**src/rtl/wrr_stream_arbiter_if.sv**
```systemverilog
// Stream bundle for wrr_stream_arbiter: per-channel FWFT read sides in, one write stream out.
// The master modport is the arbiter side. The slave modport is the environment (FIFOs and downstream).
interface wrr_stream_arbiter_if #(
    parameter int CHANNELS = 5,
    parameter int DWIDTH   = 32
);
    localparam int IDW = (CHANNELS > 1) ? $clog2(CHANNELS) : 1;

    logic [CHANNELS-1:0]        CH_ENABLE;
    logic [CHANNELS-1:0]        WRITE_REQ;
    logic [CHANNELS-1:0]        HOLD_REQ;
    logic [CHANNELS*DWIDTH-1:0] DATA_IN;
    logic [CHANNELS-1:0]        READ_GRANT;
    logic                       READY_OUT;
    logic                       WRITE_OUT;
    logic [DWIDTH-1:0]          DATA_OUT;
    logic [IDW-1:0]             GRANT_ID;
    logic                       BUSY;

    modport master (
        input  CH_ENABLE, WRITE_REQ, HOLD_REQ, DATA_IN, READY_OUT,
        output READ_GRANT, WRITE_OUT, DATA_OUT, GRANT_ID, BUSY
    );

    modport slave (
        output CH_ENABLE, WRITE_REQ, HOLD_REQ, DATA_IN, READY_OUT,
        input  READ_GRANT, WRITE_OUT, DATA_OUT, GRANT_ID, BUSY
    );
endinterface

```
**src/rtl/wrr_stream_arbiter.sv**
```systemverilog
// N-channel burst round-robin arbiter merging FWFT FIFO read sides into one registered write stream.
// Optional macro WRR_ARB_TAG_EN replaces the top IDW bits of DATA_OUT with the source channel index.
module wrr_arb_lane #(
    parameter int DWIDTH = 32
) (
    input  logic              en,
    input  logic              wreq,
    input  logic              hold,
    input  logic              sel,
    input  logic              ready,
    input  logic [DWIDTH-1:0] din,
    output logic              elig,
    output logic              rg,
    output logic              sel_en,
    output logic              sel_wreq,
    output logic              sel_hold,
    output logic [DWIDTH-1:0] dsel
);
    assign elig     = en & wreq;
    assign rg       = sel & elig & ready;
    assign sel_en   = sel & en;
    assign sel_wreq = sel & wreq;
    assign sel_hold = sel & hold;
    assign dsel     = sel ? din : '0;
endmodule

module wrr_stream_arbiter #(
    parameter int CHANNELS = 5,
    parameter int DWIDTH   = 32,
    parameter int BURST    = 16
) (
    input  logic                 CLK,
    input  logic                 RSTn,
    wrr_stream_arbiter_if.master bus
);
    localparam int IDW = (CHANNELS > 1) ? $clog2(CHANNELS) : 1;
    localparam int CW  = $clog2(BURST) + 1;

    typedef enum logic {IDLE, GRANT} state_t;

    state_t                            state, state_nxt;
    logic [IDW-1:0]                    cur, ptr, pick;
    logic                              found;
    logic [CW-1:0]                     cnt, cnt_nxt;
    logic                              take, rd, last;
    logic                              cur_en, cur_wreq, cur_hold;
    logic [CHANNELS-1:0]               sel, elig, rg;
    logic [CHANNELS-1:0]               sel_en, sel_wreq, sel_hold;
    logic [CHANNELS-1:0][DWIDTH-1:0]   dsel;
    logic [DWIDTH-1:0]                 word, word_out;
    logic                              wr_q;
    logic [DWIDTH-1:0]                 data_q;

    for (genvar i = 0; i < CHANNELS; i++) begin : g_lane
        assign sel[i] = (state == GRANT) && (cur == IDW'(i));
        wrr_arb_lane #(.DWIDTH(DWIDTH)) u_lane (
            .en       (bus.CH_ENABLE[i]),
            .wreq     (bus.WRITE_REQ[i]),
            .hold     (bus.HOLD_REQ[i]),
            .sel      (sel[i]),
            .ready    (bus.READY_OUT),
            .din      (bus.DATA_IN[i*DWIDTH +: DWIDTH]),
            .elig     (elig[i]),
            .rg       (rg[i]),
            .sel_en   (sel_en[i]),
            .sel_wreq (sel_wreq[i]),
            .sel_hold (sel_hold[i]),
            .dsel     (dsel[i])
        );
    end

    assign cur_en   = |sel_en;
    assign cur_wreq = |sel_wreq;
    assign cur_hold = |sel_hold;
    assign rd       = |rg;
    assign last     = (cnt == CW'(BURST - 1));

    // sel is one-hot in GRANT, so OR-ing the gated lane words is the mux
    always_comb begin
        word = '0;
        for (int i = 0; i < CHANNELS; i++) word = word | dsel[i];
    end

`ifdef WRR_ARB_TAG_EN
    assign word_out = {cur, word[DWIDTH-IDW-1:0]};
`else
    assign word_out = word;
`endif

    // First eligible channel strictly after ptr; ptr+1+k < 2*CHANNELS so one subtract wraps it
    always_comb begin
        logic [IDW:0] idx;
        found = 1'b0;
        pick  = '0;
        idx   = '0;
        for (int k = 0; k < CHANNELS; k++) begin
            idx = {1'b0, ptr} + (IDW+1)'(k + 1);
            if (idx >= (IDW+1)'(CHANNELS)) idx = idx - (IDW+1)'(CHANNELS);
            if (!found && elig[idx[IDW-1:0]]) begin
                found = 1'b1;
                pick  = idx[IDW-1:0];
            end
        end
    end

    always_comb begin
        state_nxt = state;
        cnt_nxt   = cnt;
        take      = 1'b0;
        case (state)
            IDLE: begin
                if (found) begin
                    take      = 1'b1;
                    cnt_nxt   = '0;
                    state_nxt = GRANT;
                end
            end
            GRANT: begin
                // saturate at BURST-1: only reachable past the limit while HOLD_REQ is set
                if (rd && !last) cnt_nxt = cnt + CW'(1);
                if (!cur_en || (!cur_hold && (!cur_wreq || (rd && last))))
                    state_nxt = IDLE;
            end
            default: state_nxt = IDLE;
        endcase
    end

    always_ff @(posedge CLK or negedge RSTn) begin
        if (!RSTn) begin
            state <= IDLE;
            cnt   <= '0;
            cur   <= '0;
            ptr   <= IDW'(CHANNELS - 1);
        end else begin
            state <= state_nxt;
            cnt   <= cnt_nxt;
            if (take) begin
                cur <= pick;
                ptr <= pick;
            end
        end
    end

    always_ff @(posedge CLK or negedge RSTn) begin
        if (!RSTn) begin
            wr_q   <= 1'b0;
            data_q <= '0;
        end else begin
            wr_q <= rd;
            if (rd) data_q <= word_out;
        end
    end

    assign bus.READ_GRANT = rg;
    assign bus.WRITE_OUT  = wr_q;
    assign bus.DATA_OUT   = data_q;
    assign bus.GRANT_ID   = cur;
    assign bus.BUSY       = (state == GRANT);
endmodule

```
**src/flat_wrapper.sv**
```systemverilog
// flat-port wrapper written by rule: the top's interface ports become plain ports
module wrr_stream_arbiter_flat 
#(
    parameter int CHANNELS = 5,
    parameter int DWIDTH   = 32,
    parameter int BURST    = 16
)
  (CLK, RSTn, bus_CH_ENABLE, bus_WRITE_REQ, bus_HOLD_REQ, bus_DATA_IN, bus_READY_OUT, bus_READ_GRANT, bus_WRITE_OUT, bus_DATA_OUT, bus_GRANT_ID, bus_BUSY);
  wrr_stream_arbiter_if #(.CHANNELS(CHANNELS), .DWIDTH(DWIDTH)) bus_i ();
  input  logic CLK;
  input  logic RSTn;
  input wire logic [$bits(bus_i.CH_ENABLE)-1:0] bus_CH_ENABLE;
  input wire logic [$bits(bus_i.WRITE_REQ)-1:0] bus_WRITE_REQ;
  input wire logic [$bits(bus_i.HOLD_REQ)-1:0] bus_HOLD_REQ;
  input wire logic [$bits(bus_i.DATA_IN)-1:0] bus_DATA_IN;
  input wire logic [$bits(bus_i.READY_OUT)-1:0] bus_READY_OUT;
  output wire logic [$bits(bus_i.READ_GRANT)-1:0] bus_READ_GRANT;
  output wire logic [$bits(bus_i.WRITE_OUT)-1:0] bus_WRITE_OUT;
  output wire logic [$bits(bus_i.DATA_OUT)-1:0] bus_DATA_OUT;
  output wire logic [$bits(bus_i.GRANT_ID)-1:0] bus_GRANT_ID;
  output wire logic [$bits(bus_i.BUSY)-1:0] bus_BUSY;
  assign bus_i.CH_ENABLE = bus_CH_ENABLE;
  assign bus_i.WRITE_REQ = bus_WRITE_REQ;
  assign bus_i.HOLD_REQ = bus_HOLD_REQ;
  assign bus_i.DATA_IN = bus_DATA_IN;
  assign bus_i.READY_OUT = bus_READY_OUT;
  assign bus_READ_GRANT = bus_i.READ_GRANT;
  assign bus_WRITE_OUT = bus_i.WRITE_OUT;
  assign bus_DATA_OUT = bus_i.DATA_OUT;
  assign bus_GRANT_ID = bus_i.GRANT_ID;
  assign bus_BUSY = bus_i.BUSY;
  wrr_stream_arbiter #(.CHANNELS(CHANNELS), .DWIDTH(DWIDTH), .BURST(BURST)) u_core (.CLK(CLK), .RSTn(RSTn), .bus(bus_i));
endmodule
```
**config.mk**
```make
export PLATFORM = sky130hd
export DESIGN_NAME = wrr_stream_arbiter_flat
export DESIGN_NICKNAME = d
export VERILOG_FILES = /design/src/rtl/wrr_stream_arbiter_if.sv /design/src/rtl/wrr_stream_arbiter.sv /design/src/flat_wrapper.sv
export SDC_FILE = /design/constraint.sdc
export NUM_CORES = 1
export LEC_CHECK = 0
export BUFFER_PORTS_ARGS = -buffer_cell sky130_fd_sc_hd__buf_2
export CORE_ASPECT_RATIO = 1.5
export CORE_MARGIN = 2
export CORE_UTILIZATION = 40
export CTS_CLUSTER_SIZE = 20
export DETAILED_ROUTE_END_ITERATION = 6
export GPL_TIMING_DRIVEN = 0
export PLACE_DENSITY = 0.78
export SYNTH_ARGS = -nofsm -noshare
export SYNTH_HDL_FRONTEND = slang
export SYNTH_SLANG_ARGS = --single-unit
```
**constraint.sdc**
```tcl
create_clock -name CLK -period 3.2 [get_ports CLK]
set_clock_uncertainty 0.1 [all_clocks]
set_input_delay 0.16 -clock CLK [delete_from_list [all_inputs] [get_ports CLK]]
set_output_delay 0.16 -clock CLK [all_outputs]
set_load 0.05 [all_outputs]
```
---- After elaboration in Yosys (flattened, before gate mapping) ----
Index checks and enable logic that the tools add are counted.
cells by class
  $add $sub $neg .......................... 11
  muxes and demuxes ....................... 37
  $lt $le $gt $ge ......................... 10
  equal/unequal tests ..................... 7
  bitwise gates (word level) .............. 35
  reduce and logical (&&, ||, !) cells .... 28
operators by type and width
  kind                                                        number
  2-to-1 mux 32 bit                                           5
  bitwise OR 32 bit                                           4
  bitwise AND 1 bit                                           30
  2-to-1 mux 3 bit                                            10
  >= comparator 4 x 3 -> 1 bit, second input constant         5
  less-than comparator 3 x 4 -> 1 bit, second input constant  5
  OR reduction 5 bit                                          4
  binary-select mux 1 bit (select 3 bit)                      5
  subtractor 3 bit, second input constant                     5
  2-to-1 mux 1 bit                                            13
  logical AND 1 bit                                           12
  2-to-1 mux 5 bit                                            2
  case mux 5 bit (2 select lines)                             1
  adder 3 x 2 -> 4 bit, second input constant                 2
  adder 3 x 3 -> 4 bit, second input constant                 2
  zero test 1 bit                                             8
  == test 3 x 2 -> 1 bit, second input constant               2
  adder 5 x 1 -> 5 bit, second input constant                 1
  == test 5 x 4 -> 1 bit, second input constant               1
  adder 3 x 1 -> 4 bit, second input constant                 1
  == test 3 x 1 -> 1 bit, second input constant               1
  == test 3 bit, second input constant                        1
  zero test 3 bit                                             1
  logical OR 1 bit                                            2
  other kinds (5)                                             5
storage, ports and cells
  input bits .............................. 178
  output and inout bits ................... 42
  logic and storage cells ................. 134
  register bits ........................... 45

---- Longest topological paths before layout ----
Gate-level depths: netlist of the first run.
  word-level depth ........................ 20
  mapped depth ............................ 14
  gate-level depth less buffers ........... 13

---- Hierarchy ----
From an unflattened synthesis of the first run, not the netlist that was laid out.
second synthesis, totals
  cell total of the unflattened synthesis .. 587
  area total of the unflattened synthesis .. 4684.5 µm²
modules (own cells, without submodules)
  module              seq. area each (µm²)  times used  cells an instance  area an instance (µm²)
  wrr_stream_arbiter  1077.3                1           387                3214.3
  wrr_arb_lane        0.0                   5           40                 294.0

---- Worst setup path before layout of the first run ----
OpenSTA, ideal clock, no wires.
  kind .................................... reg-to-reg
  start point ............................. reg u_core.ptr[2]
  end point ............................... reg u_core.ptr[0]
  buffers on the path ..................... 1
  data arrival time ....................... 3056 ps
  clock period less this slack ............ 3236 ps
  data required time ...................... 3021 ps
  setup time .............................. 79 ps
  stages on the path, launching flop included .. 12
  slack ................................... -36 ps
  cells stage by stage .................... dfstp_2 > clkbuf_1 > inv_1 > ha_1 > or2_0 > o21ai_0 > mux2i_1 > mux2_2 > nor3_2 > nand4_1 > o21ai_1 > a2bb2oi_1
on the way
  cells in the longest elaborated chain, start to end .. 20
  elaborated cells between the ends (all ways) .. 50
  classes of those cells .................. add/sub: 10; order compare: 5; mux: 27; reduce/logical: 8
RTL lines
  what                                                                     line                       RTL
  start: declaration                                                       wrr_stream_arbiter.sv:42   logic [IDW-1:0] cur, ptr, pick;
  start signal: assignment                                                 wrr_stream_arbiter.sv:133  ptr <= IDW'(CHANNELS - 1);
  start signal: assignment                                                 wrr_stream_arbiter.sv:139  ptr <= pick;
  adder 3 x 1 -> 4 bit                                                     wrr_stream_arbiter.sv:97   idx = {1'b0, ptr} + (IDW+1)'(k + 1);
  >= comparator 4 x 3 -> 1 bit / subtractor 3 bit (equally long branches)  wrr_stream_arbiter.sv:98   if (idx >= (IDW+1)'(CHANNELS)) idx = idx - (IDW+1)'(CHANNELS);
  2-to-1 mux 3 bit                                                         wrr_stream_arbiter.sv:98
  binary-select mux 1 bit (select 3 bit)                                   wrr_stream_arbiter.sv:99   if (!found && elig[idx[IDW-1:0]]) begin
  2-to-1 mux 1 bit (not written as such)                                   wrr_stream_arbiter.sv:99
  2-to-1 mux 1 bit                                                         wrr_stream_arbiter.sv:99
  zero test 1 bit                                                          wrr_stream_arbiter.sv:99
  logical AND 1 bit                                                        wrr_stream_arbiter.sv:99
  [... 4 more ...]                                                         -
  zero test 1 bit                                                          wrr_stream_arbiter.sv:99
  logical AND 1 bit                                                        wrr_stream_arbiter.sv:99
  2-to-1 mux 1 bit                                                         wrr_stream_arbiter.sv:99
  zero test 1 bit                                                          wrr_stream_arbiter.sv:99
  logical AND 1 bit                                                        wrr_stream_arbiter.sv:99
  2-to-1 mux 1 bit                                                         wrr_stream_arbiter.sv:99
  2-to-1 mux 1 bit                                                         wrr_stream_arbiter.sv:112  if (found) begin
  2-to-1 mux 1 bit                                                         wrr_stream_arbiter.sv:110  case (state)
Parallel ways exist; a longest one is shown, timed or not. The select of a mux whose other input is x is not followed.
A chain may end at the register's enable or synchronous reset.

---- Final worst setup path of the first run ----
  start point ............................. reg u_core.ptr[0]
  end point ............................... reg u_core.ptr[0]
The elaborated chain is that of the path after synthesis.

==> flow_summary.toml, run 1 <==
[outcome]
status = "finished, final reports clean"

[critical_path]
path_max_fanout = 9
critPathArrivalTime_ns = 3.22
worst_ep_required_time_ns = 3.27
path_class = "flop to flop"
worstSetupEndpointType = "flop"
cp-start-kind = "flop"

[drt]
routed_wl_um = 16080
drc = 0
drt_iter0_markers = 260
dr.pass1.iters = 5
viasPerCell = 5.944
final_antenna_net_count = 0
wl_per_cell_um = 20.15
routed-via-count = 4743

[pwr]
combPwrFrac = 0.742
p_per_area_nw_per_um2 = 1190
p_int_mw = 2.993
p_clk_frac = 0.103
p_sw_mw = 3.357
total_leakage_power_nw = 2.504
p_seq_frac = 0.155
ir_drop_mv = 0.6591
switching_share = 0.5286

[sta]
max_freq_mhz = 317.4
fin_crit_ns = 3.151
hold_viol_final = 0
rsz0062_at_grt = "true"
hold_slack_ns = 0.09469
finalCritPeriodShare = 0.9847
relSlewSlack = 0.3453
worst_pin_slew_ns = 0.9821
setup_violations = 0
slew_violations = 0

[logic_synthesis]
synth_edf_count = 0
yosysSeqAreaShare = 0.2918
synth.largest_area_cell = "dfrtp_1"
syn_inst = 447
synth.area.top_cells = "dfrtp_1, a22oi_1, a22o_1"
ys.flop_type = "dfrtp_1"
async_reset_ff_frac = 1.000
yosysTopAreaCellShare = 0.2846
synth_nets = 639
yosys_warnings = 0
synth_cell_type_count = 63
ys_seq_elements = 43
syn_area_per_cell_um2 = 8.260
syn_area_um2 = 3692

[floorplanning]
die_w_um = 82.45
io_pins = 220
dieArea_um2 = 10030
fp-row-count = 42
core_um2 = 8881
start_util = 0.4158
die_y_um = 121.7

[placement]
gp_congestion = 1.060
hpwl_um = 12450
port_buffers = 219
dpl.cell_count = 776

[finish]
area_delta_synth_final_pct = 44.46
drive_gt1_frac = 0.4201
layout.nets = 879
final_common_cell = "buf_2"
n_antenna_cell = 0
layout_common_cells = "buf_2, nor2_1, dfrtp_1"
layout.cells.non_filler = 798

[flow_run]
cap_violations = 0

[global_routing]
gr-usage-all-layers = 0.3059
grt_pass1_wl_um = 23160
grt_pass1_vias = 4624
grt_max_degree = 44
gr-max-usage-layer = "met2"
grt_util_met2 = 0.5539
use_met3 = 0.07704
met1_usage = 0.3217
gr-total-overflow = 0
antenna_found_initial = 0

[clocking]
h-tree-depth = 2
clock_path_buffers = 2
cts_made_buffers = 5
cts.clk_slew.worst_paths_ns = 0.06
cts-root-buf = "clkbuf_16"
cts_tree = "built"
clock-sinks = 43
clkLatencyLatePin_ns = 0.28

[hold_path]
min-delay-path-class = "primary input to flop"
-- power groups by stage --
stage	logic (mW)	registers, mW	clock network (mW)
6_report	4.71	0.983	0.654
5_1_grt	4.99	1.00	0.681
4_1_cts	4.48	0.973	0.659
3_5_place_dp	4.18	1.02	0
3_3_place_gp	4.11	1.01	0
2_1_floorplan	2.34	1.75	0
-- critical path, stage by stage, from the launching register on --
cell and delay [ns]:
dfrtp_2 0.38, buf_6 0.15, inv_8 0.05, ha_1 0.42, inv_1 0.22, xnor2_2 0.33
mux2i_2 0.35, a22oi_1 0.11, and4_1 0.22, buf_6 0.14, a41oi_4 0.30, o21ai_1 0.11
a2bb2oi_1 0.14
-- path summary, 6_finish.rpt --
path	startpoint	to	slack (ns)	cells after the start
max	u_core.ptr[0]	u_core.ptr[0]	0.05	12
min	bus_DATA_IN[103]	u_core.bus.DATA_OUT[7]	0.09	3
max reg2reg	u_core.ptr[0]	u_core.ptr[0]	0.05	12
min reg2reg	u_core.cnt[0]	u_core.cnt[0]	0.42	1
max in group asynchronous	RSTn	u_core.ptr[0]	1.84	2
min in group asynchronous	RSTn	u_core.bus.DATA_OUT[18]	0.47	2
-- logic make-up (layout without fill, tap and decap cells) --
logic type                 count (synthesis)  after routing  synth area share
AOI/OAI and AO/OA                        196            196            0.3758
DFF                                       43             43            0.2918
and+or+nand+nor                          122            122            0.1633
adders and majority gates                 14             14           0.04948
muxes                                     12             12           0.03694
xor gates and xnor gates                   7              7           0.01660
buffers and inverters                     53            294           0.06608
-- cell type report --
type	instances	area, um^2
clock buffers	6	128.9
repair buffers	234	1211
clock inverters	2	60.06
plain buffers	41	216.5
inverters	11	48.80
fillers	833	3547
flip-flops and latches	43	1080
multi-input cells	351	2451
well taps	110	137.6
-- cell usage after synthesis, types with 2 or more instances --
master    count
buf_4         7
xnor2_1       6
dfrtp_1      42
and4_1        4
a22oi_1      38
nand3_1       9
o22ai_1       3
buf_2         9
and2_1        8
a31oi_1      35
o21bai_1      3
inv_1        10
nor4_1        2
nor2b_1       4
mux2i_1       8
ha_1         13
nor3_1        2
or3_1         2
a32oi_1       3
o21ai_1       5
a21boi_0      2
buf_1         3
and3_1        5
o21ai_0       9
a22o_1       32
clkbuf_1     22
o211ai_1      6
nand2b_1      8
a211oi_1      5
nor2_1       44
mux2_2        3
nand2_1      23
nand4_1       3
a21oi_1      40
-- routing by layer --
metal  share of wire  vias to the layer above
met4           0.039                        0
li1                -                     2189
met2            0.51                      270
met3            0.10                       51
met1            0.35                     2233
met5               0                        -
-- sequential cells by signal, indices dropped and copies added, names as in the netlist --
signal / flops
u_core.bus.DATA_OUT: 32
u_core.cnt: 5
u_core.bus.WRITE_OUT: 1
u_core.bus.GRANT_ID: 1
u_core.bus.BUSY: 1
u_core.ptr: 3
-- stage by stage --
step           setup TNS, ns  instance area [um^2]  power [mW]  utilization  worst slack (ns)
5_1_grt              -0.2214                  5334       6.677       0.6006          -0.07897
4_1_cts                    0                  5260       6.107       0.5923           0.01020
3_3_place_gp          -18.35                  4932       5.118       0.5554           -0.5401
6_report                   0                  5334       6.349       0.6006           0.04897
2_1_floorplan              0                  3699       4.098            -           0.02109
3_5_place_dp          -20.17                  4932       5.195       0.5554           -0.6397
-- timing repair --
| item | in CTS | in global routing |
|---|---|---|
| buffers inserted | 11 | 3 |
| hold buffers | 1 | 0 |
| gates resized for setup | 23 | 15 |
| setup endpoints to repair | 43 | 38 |
| pin swaps | 6 | 7 |
| hold endpoints to repair | 42 | 0 |
No activity file was read; power rests on OpenSTA's default activity.
==> inputs of run 2 (changes only) <==
==> constraint.sdc (replaced) <==
create_clock -name CLK -period 3.2 [get_ports CLK]
set_clock_uncertainty 0.1 [all_clocks]
set_input_delay 0.48 -clock CLK [delete_from_list [all_inputs] [get_ports CLK]]
set_output_delay 0.48 -clock CLK [all_outputs]
set_load 0.05 [all_outputs]
==> run 2 against run 1 <==
Against the previous run: sequential share of layout area up 0.052 points; sequential power about the same; clock-buffer cell count unchanged; cell count down 0.13%; global-route usage about the same; register-to-register slack better by 0.02 ns; fmax up 0.70%; final area down 0.26%; wire length up 0.38%; largest power group unchanged; highest routed layer unchanged.
==> flow_summary.toml, run 2 (synthesized netlist as in run 1, its figures left out) <==
[sta]
relSlewSlack = 0.3564
hold_viol_final = 0
setup_violations = 0
max_freq_mhz = 319.6
slew_violations = 0
finalCritPeriodShare = 0.9778
setup-tns-final_ns = 0
rsz0062_at_grt = "true"
setup_ws_ns = 0.07094
worst_pin_slew_ns = 0.9654
fin_crit_ns = 3.129

[clocking]
clkLatencyLatePin_ns = 0.28
cts-root-buf = "clkbuf_16"
clock-sinks = 43
cts.clk_slew.worst_paths_ns = 0.06
cts_tree = "built"
cts_made_buffers = 5
h-tree-depth = 2
clock_path_buffers = 2

[placement]
gp_congestion = 1.060
post_dp_cell_area_um2 = 4932
hpwl_um = 12450
dp_slack_ns = -0.6397
port_buffers = 219

[finish]
layout_common_cells = "buf_2, nor2_1, dfrtp_1"
drive_gt1_frac = 0.4192
largest_register_ff_count = 32
n_antenna_cell = 0
layout.nets = 878
fin_util = 0.5990
final_common_cell = "buf_2"
area_delta_synth_final_pct = 44.09
stdcell_area_um2 = 5320

[global_routing]
grt_pass1_vias = 4615
grt_pass1_wl_um = 23180
gr-usage-all-layers = 0.3062
gr-total-overflow = 0
grt_max_degree = 44
antenna_found_initial = 0

[critical_path]
path_max_fanout = 9
critPathArrivalTime_ns = 3.20
path_class = "flop to flop"
reg2reg_slack_ns = 0.07
cp-start-kind = "flop"
worst_ep_required_time_ns = 3.27
worstSetupEndpointType = "flop"

[pwr]
p_per_area_nw_per_um2 = 1191
total_leakage_power_nw = 2.501
power_mw = 6.335
ir_drop_mv = 0.6616

[floorplanning]
dieArea_um2 = 10030
die_w_um = 82.45
start_util = 0.4158
die_y_um = 121.7
core_um2 = 8881
fp-row-count = 42
io_pins = 220

[outcome]
status = "finished, final reports clean"

[drt]
final_antenna_net_count = 0
dr.pass1.iters = 5
drc = 0
drt_iter0_markers = 260
viasPerCell = 6.013
routed_wl_um = 16140
wl_per_cell_um = 20.25
routed-via-count = 4792

[hold_path]
min-delay-path-class = "primary input to async pin"

[flow_run]
cap_violations = 0
-- run 2: power by group --
group / internal (mW) / total, mW / switching, mW
logic: 1.73 / 4.70 / 2.97
registers: 0.808 / 0.982 / 0.175
clock network: 0.448 / 0.655 / 0.207
total: 2.98 / 6.34 / 3.35
-- run 2: per-layer routing --
metal	track usage	wire, um
met4	0.1365	615
met1	0.3241	5664
met3	0.07556	1607
met5	0	0
met2	0.5539	8256
-- run 2: stage by stage --
stage | cells | hold WS (ns)
6_report | 797 | 0.2492
3_3_place_gp | 776 | 0.4017
4_1_cts | 794 | 0.2789
2_1_floorplan | 447 | 0.08441
5_1_grt | 797 | 0.3346
3_5_place_dp | 776 | 0.4107
-- run 2: path summary, 6_finish.rpt --
check,start,to,cells after the start
max,u_core.ptr[0],u_core.ptr[0],12
min,RSTn,u_core.bus.DATA_OUT[18],1
max reg2reg,u_core.ptr[0],u_core.ptr[0],12
min reg2reg,u_core.cnt[0],u_core.cnt[0],1
max in group asynchronous,RSTn,u_core.ptr[0],1
min in group CLK,u_core.cnt[0],u_core.cnt[0],1
-- run 2: critical path, stage by stage, from the launching register on --
cell and delay [ns]:
dfrtp_2 0.38, buf_6 0.15, inv_8 0.05, ha_1 0.42, inv_1 0.22, xnor2_2 0.31
mux2i_2 0.35, a22oi_1 0.11, and4_1 0.22, buf_6 0.14, a41oi_4 0.30, o21ai_1 0.11
a2bb2oi_1 0.14
-- run 2: final cells by class --
| cell class | count | area (um^2) |
|---|---|---|
| Buffer | 41 | 216.5 |
| Clock buffer | 6 | 128.9 |
| Clock inverter | 2 | 60.06 |
| Fill cell | 834 | 3561 |
| Inverter | 11 | 48.80 |
| Multi-Input combinational cell | 351 | 2447 |
| Sequential cell | 43 | 1080 |
| Tap cell | 110 | 137.6 |
| Timing Repair Buffer | 233 | 1201 |
-- run 2: repair_timing --
action	CTS	global route
hold buffers	0	0
setup endpoints to repair	44	38
buffers inserted	11	3
resized for setup	23	14
pin swaps	6	9
